--- src/rtl/rv32_pkg.sv ---
// Shared types and constants for the RV32I multi-cycle core front end.
package rv32_pkg;

   localparam int unsigned XLEN = 32;

   localparam logic [XLEN-1:0] RESET_PC_DEFAULT = 32'h0000_0000;
   localparam logic [XLEN-1:0] NOP_INSTR        = 32'h0000_0013;

   typedef enum logic [2:0] {
      REQ_IDLE = 3'd0,
      REQ      = 3'd1,
      WAIT     = 3'd2,
      EXEC     = 3'd3,
      HALTED   = 3'd4
   } fetch_state_t;

   // Instruction fetch targets must be word aligned.
   function automatic logic word_misaligned(input logic [1:0] addr_lsbs);
      return |addr_lsbs;
   endfunction

endpackage

--- src/rtl/next_pc_calc.sv ---
// Combinational next-PC target selection; shared with the branch-trace logic.
module next_pc_calc
   import rv32_pkg::*;
(
   input  logic [XLEN-1:0] pc,
   input  logic [XLEN-1:0] imm,
   input  logic [XLEN-1:0] alu_result,
   input  logic            pc_src,
   input  logic            jalr_src,
   output logic [XLEN-1:0] target,
   output logic            target_misaligned
);

   always_comb begin
      target = pc + 32'd4;
      if (pc_src && jalr_src) begin
         target = alu_result & 32'hFFFF_FFFE;
      end else if (pc_src) begin
         target = pc + imm;
      end else begin
         target = pc + 32'd4;
      end
   end

   assign target_misaligned = word_misaligned(target[1:0]);

endmodule

--- src/rtl/instr_fetch_sequencer.sv ---
// PC owner and single-outstanding instruction fetch FSM for the multi-cycle core.
// Optional retired-instruction counter enabled by defining FETCH_RETIRE_CNT_EN.
module instr_fetch_sequencer #(
   parameter logic [31:0] RESET_PC  = rv32_pkg::RESET_PC_DEFAULT,
   parameter logic [31:0] NOP_INSTR = rv32_pkg::NOP_INSTR
) (
   input  logic        clk,
   input  logic        rst,
   output logic        imem_req_valid,
   input  logic        imem_req_ready,
   output logic [31:0] imem_addr,
   input  logic        imem_rsp_valid,
   input  logic [31:0] imem_rsp_data,
   output logic [31:0] instr,
   output logic [31:0] instr_pc,
   output logic        instr_valid,
   input  logic        exec_done,
   input  logic        pc_src,
   input  logic        jalr_src,
   input  logic        halt,
   input  logic [31:0] imm,
   input  logic [31:0] alu_result,
   output logic        halted,
   output logic        misaligned
`ifdef FETCH_RETIRE_CNT_EN
   ,output logic [63:0] retire_count
`endif
);

   import rv32_pkg::*;

   fetch_state_t state_q, state_d;
   logic [31:0]  pc_q, pc_d;
   logic [31:0]  instr_q, instr_d;
   logic [31:0]  instr_pc_q, instr_pc_d;
   logic         req_valid_q, req_valid_d;
   logic         instr_valid_q, instr_valid_d;
   logic         halted_q, halted_d;
   logic         misaligned_q, misaligned_d;
   logic [31:0]  target_s;
   logic         target_misaligned_s;
`ifdef FETCH_RETIRE_CNT_EN
   logic [63:0]  retire_q, retire_d;
`endif

   next_pc_calc u_next_pc_calc (
      .pc                (pc_q),
      .imm               (imm),
      .alu_result        (alu_result),
      .pc_src            (pc_src),
      .jalr_src          (jalr_src),
      .target            (target_s),
      .target_misaligned (target_misaligned_s)
   );

   // Next-state and registered-output computation for the fetch FSM.
   always_comb begin
      state_d       = state_q;
      pc_d          = pc_q;
      instr_d       = instr_q;
      instr_pc_d    = instr_pc_q;
      req_valid_d   = req_valid_q;
      instr_valid_d = instr_valid_q;
      halted_d      = halted_q;
      misaligned_d  = misaligned_q;
`ifdef FETCH_RETIRE_CNT_EN
      retire_d      = retire_q;
`endif
      case (state_q)
         REQ_IDLE: begin
            state_d     = REQ;
            req_valid_d = 1'b1;
         end
         REQ: begin
            if (imem_req_ready) begin
               req_valid_d = 1'b0;
               // Zero-latency memory: the response rides the handshake cycle.
               if (imem_rsp_valid) begin
                  instr_d       = imem_rsp_data;
                  instr_pc_d    = pc_q;
                  instr_valid_d = 1'b1;
                  state_d       = EXEC;
               end else begin
                  state_d = WAIT;
               end
            end else begin
               req_valid_d = 1'b1;
            end
         end
         WAIT: begin
            if (imem_rsp_valid) begin
               instr_d       = imem_rsp_data;
               instr_pc_d    = pc_q;
               instr_valid_d = 1'b1;
               state_d       = EXEC;
            end else begin
               state_d = WAIT;
            end
         end
         EXEC: begin
            if (exec_done) begin
               instr_valid_d = 1'b0;
               if (halt) begin
                  halted_d = 1'b1;
                  state_d  = HALTED;
`ifdef FETCH_RETIRE_CNT_EN
                  retire_d = retire_q + 64'd1;
`endif
               end else if (target_misaligned_s) begin
                  misaligned_d = 1'b1;
                  halted_d     = 1'b1;
                  state_d      = HALTED;
               end else begin
                  pc_d        = target_s;
                  instr_d     = NOP_INSTR;
                  req_valid_d = 1'b1;
                  state_d     = REQ;
`ifdef FETCH_RETIRE_CNT_EN
                  retire_d    = retire_q + 64'd1;
`endif
               end
            end else begin
               state_d = EXEC;
            end
         end
         HALTED: begin
            req_valid_d   = 1'b0;
            instr_valid_d = 1'b0;
            halted_d      = 1'b1;
            state_d       = HALTED;
         end
         default: begin
            // An illegal encoding parks the core rather than fetching garbage.
            req_valid_d   = 1'b0;
            instr_valid_d = 1'b0;
            halted_d      = 1'b1;
            state_d       = HALTED;
         end
      endcase
   end

   // Fetch FSM state and output registers.
   always_ff @(posedge clk or posedge rst) begin
      if (rst) begin
         state_q       <= REQ_IDLE;
         pc_q          <= RESET_PC;
         instr_q       <= NOP_INSTR;
         instr_pc_q    <= RESET_PC;
         req_valid_q   <= 1'b0;
         instr_valid_q <= 1'b0;
         halted_q      <= 1'b0;
         misaligned_q  <= 1'b0;
`ifdef FETCH_RETIRE_CNT_EN
         retire_q      <= 64'd0;
`endif
      end else begin
         state_q       <= state_d;
         pc_q          <= pc_d;
         instr_q       <= instr_d;
         instr_pc_q    <= instr_pc_d;
         req_valid_q   <= req_valid_d;
         instr_valid_q <= instr_valid_d;
         halted_q      <= halted_d;
         misaligned_q  <= misaligned_d;
`ifdef FETCH_RETIRE_CNT_EN
         retire_q      <= retire_d;
`endif
      end
   end

   assign imem_req_valid = req_valid_q;
   assign imem_addr      = pc_q;
   assign instr          = instr_q;
   assign instr_pc       = instr_pc_q;
   assign instr_valid    = instr_valid_q;
   assign halted         = halted_q;
   assign misaligned     = misaligned_q;
`ifdef FETCH_RETIRE_CNT_EN
   assign retire_count   = retire_q;
`endif

endmodule

--- config.mk ---
export PLATFORM = sky130hd
export DESIGN_NAME = instr_fetch_sequencer
export DESIGN_NICKNAME = d
export VERILOG_FILES = /design/src/rtl/rv32_pkg.sv /design/src/rtl/next_pc_calc.sv /design/src/rtl/instr_fetch_sequencer.sv
export SDC_FILE = /design/constraint.sdc
export NUM_CORES = 1
export LEC_CHECK = 0
export ABC_CLOCK_PERIOD_IN_PS = 3700
export CORE_MARGIN = 10
export CORE_UTILIZATION = 48
export CTS_CLUSTER_DIAMETER = 60
export CTS_CLUSTER_SIZE = 40
export DETAILED_ROUTE_END_ITERATION = 12
export GPL_TIMING_DRIVEN = 0
export PLACE_DENSITY = 0.81
export SLEW_MARGIN = 30
export SYNTH_ARGS = -nofsm -noshare
export SYNTH_HDL_FRONTEND = slang
export SYNTH_SLANG_ARGS = --single-unit
--- constraint.sdc ---
create_clock -name clk -period 3.7 [get_ports clk]
set_clock_uncertainty 0.15 [all_clocks]
set_input_delay 0.37 -clock clk [delete_from_list [all_inputs] [get_ports clk]]
set_output_delay 0.37 -clock clk [all_outputs]
set_load 0.005 [all_outputs]
==> metrics.cfg, run 1 <==
[synth]
synthCells = 795
ys_top_cells_by_area = dfrtp_1, nand2_1, mux2_2
synth_top_cell_area_share = 0.364
syn_area_per_cell_um2 = 8.64
ys_ff_latch = 103
yosys-top-cells-count = nand2_1, dfrtp_1, a21oi_1
synth.yosys.seq_area_share = 0.376
yosys.cell_count.top_type = nand2_1
ys.flop_type = dfrtp_1
yosys_warnings = 0
synth_edf_count = 0
syn-cell-area_um2 = 6870
ys_types = 70
yosysTopAreaCell = dfrtp_1
synth_fp_nets = 932
async_reset_ff_frac = 1.00

[timing]
finalCritPeriodShare = 0.909
setup_viol = 0
fin_crit_ns = 3.36
hold_viol_final = 0
slew_headroom = 0.539
fmax_ghz = 0.297
fin_setup_tns_ns = 0
rsz0062_at_grt = no
drv_slew = 0
tightest_slew_ns = 0.686

[critical_path]
crit_family = compound AO/OA/AOI/OAI gates
worst_path_max_delay_cell = nor4b_2
startpoint_type = flop
crit_type = flop to flop
worstPathArrival_ns = 3.42
end_kind = flop
slowest_delay_ns = 0.55
crit_buf_inv = 2
cp_cell_sequence = ha_1 > fa_1 > o21bai_1 > a31oi_1 > nor4b_2 > buf_2 > buf_2 > o21ai_0 > a32oi_1 > o21ai_0
crit_fanout = 10
critPathRequiredTime_ns = 3.75

[drt]
wl_um = 23400
drc = 0
wl_per_cell_um = 19.6
antenna_left = 0
drtIter0Drc = 763
firstDrtPassIters = 6
vias = 7002
viasPerCell = 5.87

[power_and_ir_drop]
ir_worst_vdd_mv = 0.274
p_leak_uw = 0.00406
power_density_nw_per_um2 = 570
p_total_uw = 5400

[floorplanning]
core_um2 = 13900
pin_count = 204
rows = 43
start_util = 0.493
die_h_um = 140
fp.dieW_um = 140
die_area_um2 = 19500

[cells_and_area]
finalNetCount = 1144
synthToLayoutAreaGrowth_pct = 37.9
drive_above_1_share = 0.0950
num-fill-cells = 1127

[clocking]
max-clock-path-buffers = 2
ctsHoldBuffers = 0
insertion_delay_ns = 0.35
cts-htree-levels = 3
cts-buffers-inserted = 9
cts_root_buf = clkbuf_16
cts_tree = yes
clk_pin_slew_ns = 0.07
cts_sinks = 103

[grt]
top_usage_layer = met2
antenna_found_initial = 1
grtUsageMet2 = 0.361
grtUsageMet1 = 0.308
grt_pass1_wl_um = 36600
grt_overflow = 0
grt_usage = 0.229
grt_pass1_vias = 6712
grt_max_degree = 66
grt_use_met3 = 0.0476

[run]
maxCapViolCount = 0

[run_status]
status = finished, final reports clean

[placed_design]
gp_congestion = 0.896
detailedPlacementHpwl_um = 18600
port_buffers = 200

[worst_hold_path]
hp-class = primary input to asynchronous set/reset pin

[registers in the layout, summed over array words and instances (netlist names)]
| signal | count |
|---|---|
| instr_pc | 32 |
| imem_addr | 32 |
| halted | 1 |
| misaligned | 1 |
| state_q | 3 |
| instr_valid | 1 |
| instr | 32 |
| imem_req_valid | 1 |
[cells by family after synthesis]
group,after synthesis,synth area share
buf+inv,58,0.0454
compound gates,245,0.220
fa+ha+maj,33,0.0612
mux,44,0.0709
flops,103,0.376
simple gates,286,0.193
xor+xnor,26,0.0332
[timing repair]
| action | 4_1_cts | 5_1_grt |
|---|---|---|
| setup endpoints to repair | 0 | 1 |
| setup buffers | 0 | 0 |
| gates resized for setup | 0 | 1 |
[area by class of cell]
type / instances / area [um^2] / share of cell area
inverters: 16 / 65.1 / 0.00687
flip-flops and latches: 103 / 2580 / 0.273
well taps: 180 / 225 / 0.0238
multi-input cells: 634 / 3980 / 0.420
diodes: 1 / 2.50 / 0.000264
repair buffers: 201 / 2030 / 0.214
clock buffers: 10 / 229 / 0.0242
plain buffers: 42 / 251 / 0.0266
clock inverters: 5 / 108 / 0.0114
[through the flow]
stage                     area, um^2  std cells  hold slack, ns  setup slack, ns   util
after floorplan                 6870        795           0.302            0.481      -
after global placement          9090       1175           0.301            -1.11  0.653
after detailed placement        9130       1176           0.311           -0.219  0.655
after CTS                       9460       1191           0.219            0.129  0.679
after global routing            9470       1192           0.241            0.182  0.680
final                           9470       1192           0.238            0.338  0.680
[layer usage]
metal / vias up / part of all wire
li1: 3310 / -
met1: 3214 / 0.43
met2: 429 / 0.45
met3: 49 / 0.098
met4: 0 / 0.023
met5: - / 0
[worst paths after layout]
kind	startpoint	endpoint	slack [ns]	cells after the start
setup / recovery	imem_addr[0]$_DFFE_PP0P_	imem_addr[7]$_DFFE_PP0P_	0.34	10
hold / removal	rst	instr[28]$_DFFE_PP0P_	0.24	2
setup reg to reg	imem_addr[0]$_DFFE_PP0P_	imem_addr[7]$_DFFE_PP0P_	0.34	10
hold reg to reg	instr[0]$_DFFE_PP1P_	instr[0]$_DFFE_PP1P_	0.32	2
max in group asynchronous	rst	imem_addr[0]$_DFFE_PP0P_	2.53	3
min in group clk	jalr_src	imem_addr[20]$_DFFE_PP0P_	0.24	3
[layout by cell type, fill, tap and decap left out, types with 17 or more instances in the layout]
| master | instances |
|---|---|
| clkbuf_1 | 21 |
| nor2_1 | 51 |
| clkdlybuf4s50_1 | 200 |
| o21ai_0 | 51 |
| mux2_2 | 37 |
| nand3_1 | 27 |
| ha_1 | 32 |
| nand2_1 | 130 |
| dfrtp_1 | 100 |
| a21oi_1 | 64 |
| o21ai_1 | 35 |
| xnor2_1 | 17 |
[power by group]
group | internal, uW | switching, uW | total, uW
combinational | 1330 | 1130 | 2460
sequential | 1510 | 354 | 1860
clock | 660 | 419 | 1080
total | 3500 | 1900 | 5400
(Power assumes the default switching activity.)
==> run 2, diff against run 1 <==
--- a/config.mk
+++ b/config.mk
@@ -13,6 +13,7 @@
 export DETAILED_ROUTE_END_ITERATION = 12
 export GPL_TIMING_DRIVEN = 0
 export PLACE_DENSITY = 0.81
+export RECOVER_POWER = 25
 export SLEW_MARGIN = 30
 export SYNTH_ARGS = -nofsm -noshare
 export SYNTH_HDL_FRONTEND = slang
==> run 2 against run 1 <==
Net effect: the run now ends with max-capacitance violations, max-slew violations left; global-route usage did not move; combinational power barely moved; die area did not move; final cell count did not move; largest cell class unchanged; largest power group unchanged.
==> metrics.cfg, run 2 (synthesis gave the netlist of run 1 again) <==
[run_status]
status = complete, but fails checks
violations = max-capacitance violations, max-slew violations

[cells_and_area]
drive_above_1_share = 0.0950
final_cell_mix = clkdlybuf4s50_1, nand2_1, dfrtp_1
final_area_um2 = 9470
mostFrequentLayoutCell = clkdlybuf4s50_1
num-fill-cells = 1127
finalNetCount = 1144
synthToLayoutAreaGrowth_pct = 37.9

[timing]
rsz0062_at_grt = no
fin_crit_ns = 3.35
drv_slew = 39
hold_viol_final = 0
holdWs_ns = 0.237
finalCritPeriodShare = 0.906
slew_headroom = -0.203
tightest_slew_ns = 1.79
setup_viol = 0
fmax_ghz = 0.298

[power_and_ir_drop]
seqPwrFrac = 0.344
p_leak_uw = 0.00405
switching_power_uw = 1910
ir_worst_vdd_mv = 0.274
clkPwrFrac = 0.200
power_density_nw_per_um2 = 571
combPwrFrac = 0.456
swShare = 0.353
cellInternalPower_uw = 3500

[clocking]
ctsHoldBuffers = 0
cts_tree = yes
cts-buffers-inserted = 9
clk_pin_slew_ns = 0.07
cts-htree-levels = 3
insertion_delay_ns = 0.35
max-clock-path-buffers = 2
cts_sinks = 103
cts_root_buf = clkbuf_16

[grt]
grt_usage = 0.229
grt_pass1_vias = 6712
grt_overflow = 0
grt_max_degree = 66
antenna_found_initial = 1
grt_pass1_wl_um = 36600

[critical_path]
startpoint_type = flop
crit_start = imem_addr[0]$_DFFE_PP0P_
crit_fanout = 10
slowest_delay_ns = 0.55
crit_type = flop to flop
worstPathArrival_ns = 3.41
worst_path_max_delay_cell = nor4b_2
critPathRequiredTime_ns = 3.75
cp_cell_sequence = ha_1 > fa_1 > o21bai_1 > a31oi_1 > nor4b_2 > buf_2 > buf_2 > o21ai_0 > a32oi_1 > o21ai_0
timing.rr.start = imem_addr[0]$_DFFE_PP0P_
end_kind = flop

[placed_design]
gp_congestion = 0.896
dpl_cell_area_um2 = 9130
port_buffers = 200
detailedPlacementHpwl_um = 18600

[run]
maxCapViolCount = 1

[drt]
drc = 0
vias = 7033
wl_um = 23500
firstDrtPassIters = 6
drtIter0Drc = 763
antenna_left = 0
wl_per_cell_um = 19.7
viasPerCell = 5.90

[floorplanning]
fp.dieW_um = 140
start_util = 0.493
rows = 43
die_area_um2 = 19500
die_h_um = 140
core_um2 = 13900
pin_count = 204

[worst_hold_path]
hp-class = primary input to flop
hp-start = jalr_src

-- run 2: path summary, 6_finish.rpt --
check | to | slack [ns] | depth (start not counted)
worst max-delay path | imem_addr[7]$_DFFE_PP0P_ | 0.35 | 10
worst min-delay path | imem_addr[20]$_DFFE_PP0P_ | 0.24 | 3
worst max register to register | imem_addr[7]$_DFFE_PP0P_ | 0.35 | 10
worst min register to register | instr[0]$_DFFE_PP1P_ | 0.32 | 2
max in group asynchronous | imem_addr[0]$_DFFE_PP0P_ | 1.68 | 3
min in group asynchronous | instr[28]$_DFFE_PP0P_ | 0.77 | 2
-- run 2: final cells by class --
class / instances / area (um^2) / area share
antenna: 1 / 2.50 / 0.000264
buffer: 42 / 251 / 0.0266
clock buffer: 10 / 229 / 0.0242
clock inverter: 5 / 108 / 0.0114
inverter: 16 / 61.3 / 0.00648
multi-input combinational: 634 / 3980 / 0.420
sequential: 103 / 2580 / 0.273
tap: 180 / 225 / 0.0238
timing repair buffer: 201 / 2030 / 0.214
-- run 2: repair_timing --
item	in CTS	in global routing
endpoints found under the setup margin	0	1
setup buffers	0	0
gates resized for setup	0	1
-- run 2: critical path, delay by kind of cell, from the launching register on --
| kind | cells | cell delay, ns |
|---|---|---|
| buf+inv | 2 | 0.60 |
| fa+ha+maj | 2 | 0.68 |
| flops | 1 | 0.43 |
| compound gates | 5 | 0.80 |
| simple gates | 1 | 0.55 |
-- run 2: through the flow --
stage          setup TNS (ns)  power (uW)  setup slack, ns   util  instances
2_1_floorplan               0        3060            0.481      -        795
3_3_place_gp          -111.14        4270            -1.11  0.653       1175
3_5_place_dp            -1.11        4330           -0.219  0.655       1176
4_1_cts                     0        5410            0.129  0.679       1191
5_1_grt                     0        5760            0.182  0.679       1192
6_report                    0        5400            0.348  0.679       1192
-- run 2: routing by layer --
layer	track usage	part of all wire	up-vias
li1	-	-	3310
met1	0.308	0.43	3247
met2	0.361	0.45	433
met3	0.0476	0.097	43
met4	0.0717	0.022	0
met5	0	0	-
-- run 2: power groups by stage --
stage | logic (uW) | registers (uW) | clock network [uW]
after floorplan | 1240 | 1820 | 0
after global placement | 2410 | 1860 | 0
after detailed placement | 2460 | 1880 | 0
after CTS | 2470 | 1850 | 1090
after global routing | 2700 | 1920 | 1140
final | 2460 | 1860 | 1080
==> run 3, diff against run 2 <==
--- a/config.mk
+++ b/config.mk
@@ -7,13 +7,13 @@
 export LEC_CHECK = 0
 export ABC_CLOCK_PERIOD_IN_PS = 3700
 export CORE_MARGIN = 10
-export CORE_UTILIZATION = 48
+export CORE_UTILIZATION = 35
 export CTS_CLUSTER_DIAMETER = 60
 export CTS_CLUSTER_SIZE = 40
 export DETAILED_ROUTE_END_ITERATION = 12
 export GPL_TIMING_DRIVEN = 0
-export PLACE_DENSITY = 0.81
 export RECOVER_POWER = 25
+export SKIP_LAST_GASP = 1
 export SLEW_MARGIN = 30
 export SYNTH_ARGS = -nofsm -noshare
 export SYNTH_HDL_FRONTEND = slang
==> constraint.sdc (replaced) <==
create_clock -name clk -period 3.7 [get_ports clk]
set_clock_uncertainty 0.15 [all_clocks]
set_input_delay 0.37 -clock clk [delete_from_list [all_inputs] [get_ports clk]]
set_output_delay 0.37 -clock clk [all_outputs]
set_load 0.1 [all_outputs]
==> run 3 against run 2 <==
Net effect: the run still ends with max-capacitance violations, max-slew violations left; register-to-register slack lost 0.05 ns; routed wire length grew 7.1%; global-route usage shrank 3.8 points; final cell count grew 7.1%; critical endpoint unchanged; largest power group unchanged; highest routed layer unchanged.
==> metrics.cfg, run 3 (synthesis gave the netlist of run 1 again) <==
[timing]
rsz0062_at_grt = no
finalCritPeriodShare = 0.921
tightest_slew_ns = 2.50
drv_slew = 60
holdWs_ns = 0.223
hold_viol_final = 0
setup_viol = 0
slew_headroom = -0.670
fin_crit_ns = 3.41
fmax_ghz = 0.294

[power_and_ir_drop]
cellInternalPower_uw = 3370
switching_power_uw = 4550
combPwrFrac = 0.634
ir_worst_vdd_mv = 0.581
swShare = 0.574
seqPwrFrac = 0.237
p_leak_uw = 0.00406
clkPwrFrac = 0.130
power_density_nw_per_um2 = 833

[placed_design]
dp_cells = 1261
gp_congestion = 0.921
port_buffers = 200
detailedPlacementHpwl_um = 19800
dpl_cell_area_um2 = 9210

[clocking]
cts_sinks = 103
max-clock-path-buffers = 2
cts_tree = yes
ctsHoldBuffers = 0
cts-htree-levels = 3
cts_setup_buffers = 0
insertion_delay_ns = 0.36
cts-buffers-inserted = 9
cts_root_buf = clkbuf_16
clk_pin_slew_ns = 0.07

[worst_hold_path]
holdPathStages = 3
hp-start = jalr_src
hp-class = primary input to flop
holdPathEnd = imem_addr[20]$_DFFE_PP0P_

[grt]
grt_overflow = 0
grt_usage = 0.191
grt_pass1_wl_um = 39300
grt_max_degree = 61
grt_pass1_vias = 6806
antenna_found_initial = 0

[cells_and_area]
final_area_um2 = 9510
stdcell_count = 1277
final_cell_mix = clkdlybuf4s50_1, nand2_1, dfrtp_1
finalNetCount = 1144
num-fill-cells = 1920
mostFrequentLayoutCell = clkdlybuf4s50_1
drive_above_1_share = 0.102
synthToLayoutAreaGrowth_pct = 38.6
multiInputGateArea_um2 = 3980
ff_latch_area_um2 = 2580
n_antenna_cell = 0

[critical_path]
end_kind = flop
worstPathArrival_ns = 3.48
crit_type = flop to flop
timing.rr.start = imem_addr[0]$_DFFE_PP0P_
r2r_end = imem_addr[7]$_DFFE_PP0P_
startpoint_type = flop
crit_fanout = 10
r2r_setup_slack_ns = 0.29
critPathRequiredTime_ns = 3.77
r2r_cells = 10

[run_status]
status = complete, but fails checks
violations = max-capacitance violations, max-slew violations

[drt]
antenna_left = 0
wl_per_cell_um = 19.7
drc = 0
vias = 6907
firstDrtPassIters = 5
drtIter0Drc = 513
viasPerCell = 5.41
wl_um = 25100

[floorplanning]
start_util = 0.354
die_h_um = 160
fp.dieW_um = 160
rows = 51
pin_count = 204
core_um2 = 19400
die_area_um2 = 25600

[run]
maxCapViolCount = 1

-- run 3: cell count changes in the layout (fill, tap and decap cells not counted), moves of 2 or more --
cell,delta
buf_2,+6
clkbuf_8,+2
bufinv_16,-2
inv_6,+2
clkdlybuf4s50_1,-7
-- run 3: layer usage --
| layer | GRT usage | share of wire | vias up |
|---|---|---|---|
| met1 | 0.259 | 0.46 | 3240 |
| met5 | 0 | 0 | - |
| li1 | - | - | 3309 |
| met3 | 0.0452 | 0.085 | 25 |
| met2 | 0.295 | 0.45 | 333 |
| met4 | 0.0555 | 0.014 | 0 |
-- run 3: critical path, stage by stage (launching register included) --
cell      delay, ns
dfrtp_1        0.44
ha_1           0.25
fa_1           0.43
o21bai_1       0.15
a31oi_1        0.22
nor4b_2        0.59
buf_2          0.34
buf_2          0.28
o21ai_0        0.13
a32oi_1        0.18
o21ai_0        0.10
-- run 3: how the worst max path moves through the flow --
stage                             startpoint                         to  slack [ns]
floorplan           imem_addr[0]$_DFFE_PP0P_      instr[28]$_DFFE_PP0P_        0.17
global placement                         rst    instr_pc[5]$_DFFE_PP0P_       -1.34
finish              imem_addr[0]$_DFFE_PP0P_   imem_addr[7]$_DFFE_PP0P_        0.29
global route        imem_addr[0]$_DFFE_PP0P_   imem_addr[7]$_DFFE_PP0P_        0.11
CTS                 imem_addr[0]$_DFFE_PP0P_  imem_addr[19]$_DFFE_PP0P_        0.02
detailed placement                    imm[0]  imem_addr[19]$_DFFE_PP0P_       -0.29
-- run 3: repair_timing --
item | 4_1_cts | 5_1_grt
gates resized for setup | 0 | 1
setup endpoints to repair | 0 | 13
endpoints found under the hold margin | 0 | 0
-- run 3: power by group through the flow --
stage	combinational (uW)	clock [uW]	sequential, uW
final	5020	1030	1880
after global routing	5280	1090	1930
after CTS	5050	1050	1870
after detailed placement	5040	0	1890
after global placement	5040	0	1880
after floorplan	1250	0	4370
-- run 3: final cells by class --
cell class              instances  area share
plain buffers                  42      0.0263
flip-flops and latches        103       0.271
clock inverters                 5     0.00671
well taps                     265      0.0349
repair buffers                201       0.210
clock buffers                  11      0.0266
inverters                      16     0.00631
multi-input cells             634       0.418
-- run 3: stage by stage --
stage	total power, uW	TNS, ns	utilization	worst slack, ns
global placement	6920	-136.28	0.474	-1.34
floorplan	5620	0	-	0.175
CTS	7980	0	0.491	0.0164
global route	8300	0	0.490	0.109
detailed placement	6940	-2.61	0.475	-0.291
finish	7930	0	0.490	0.293
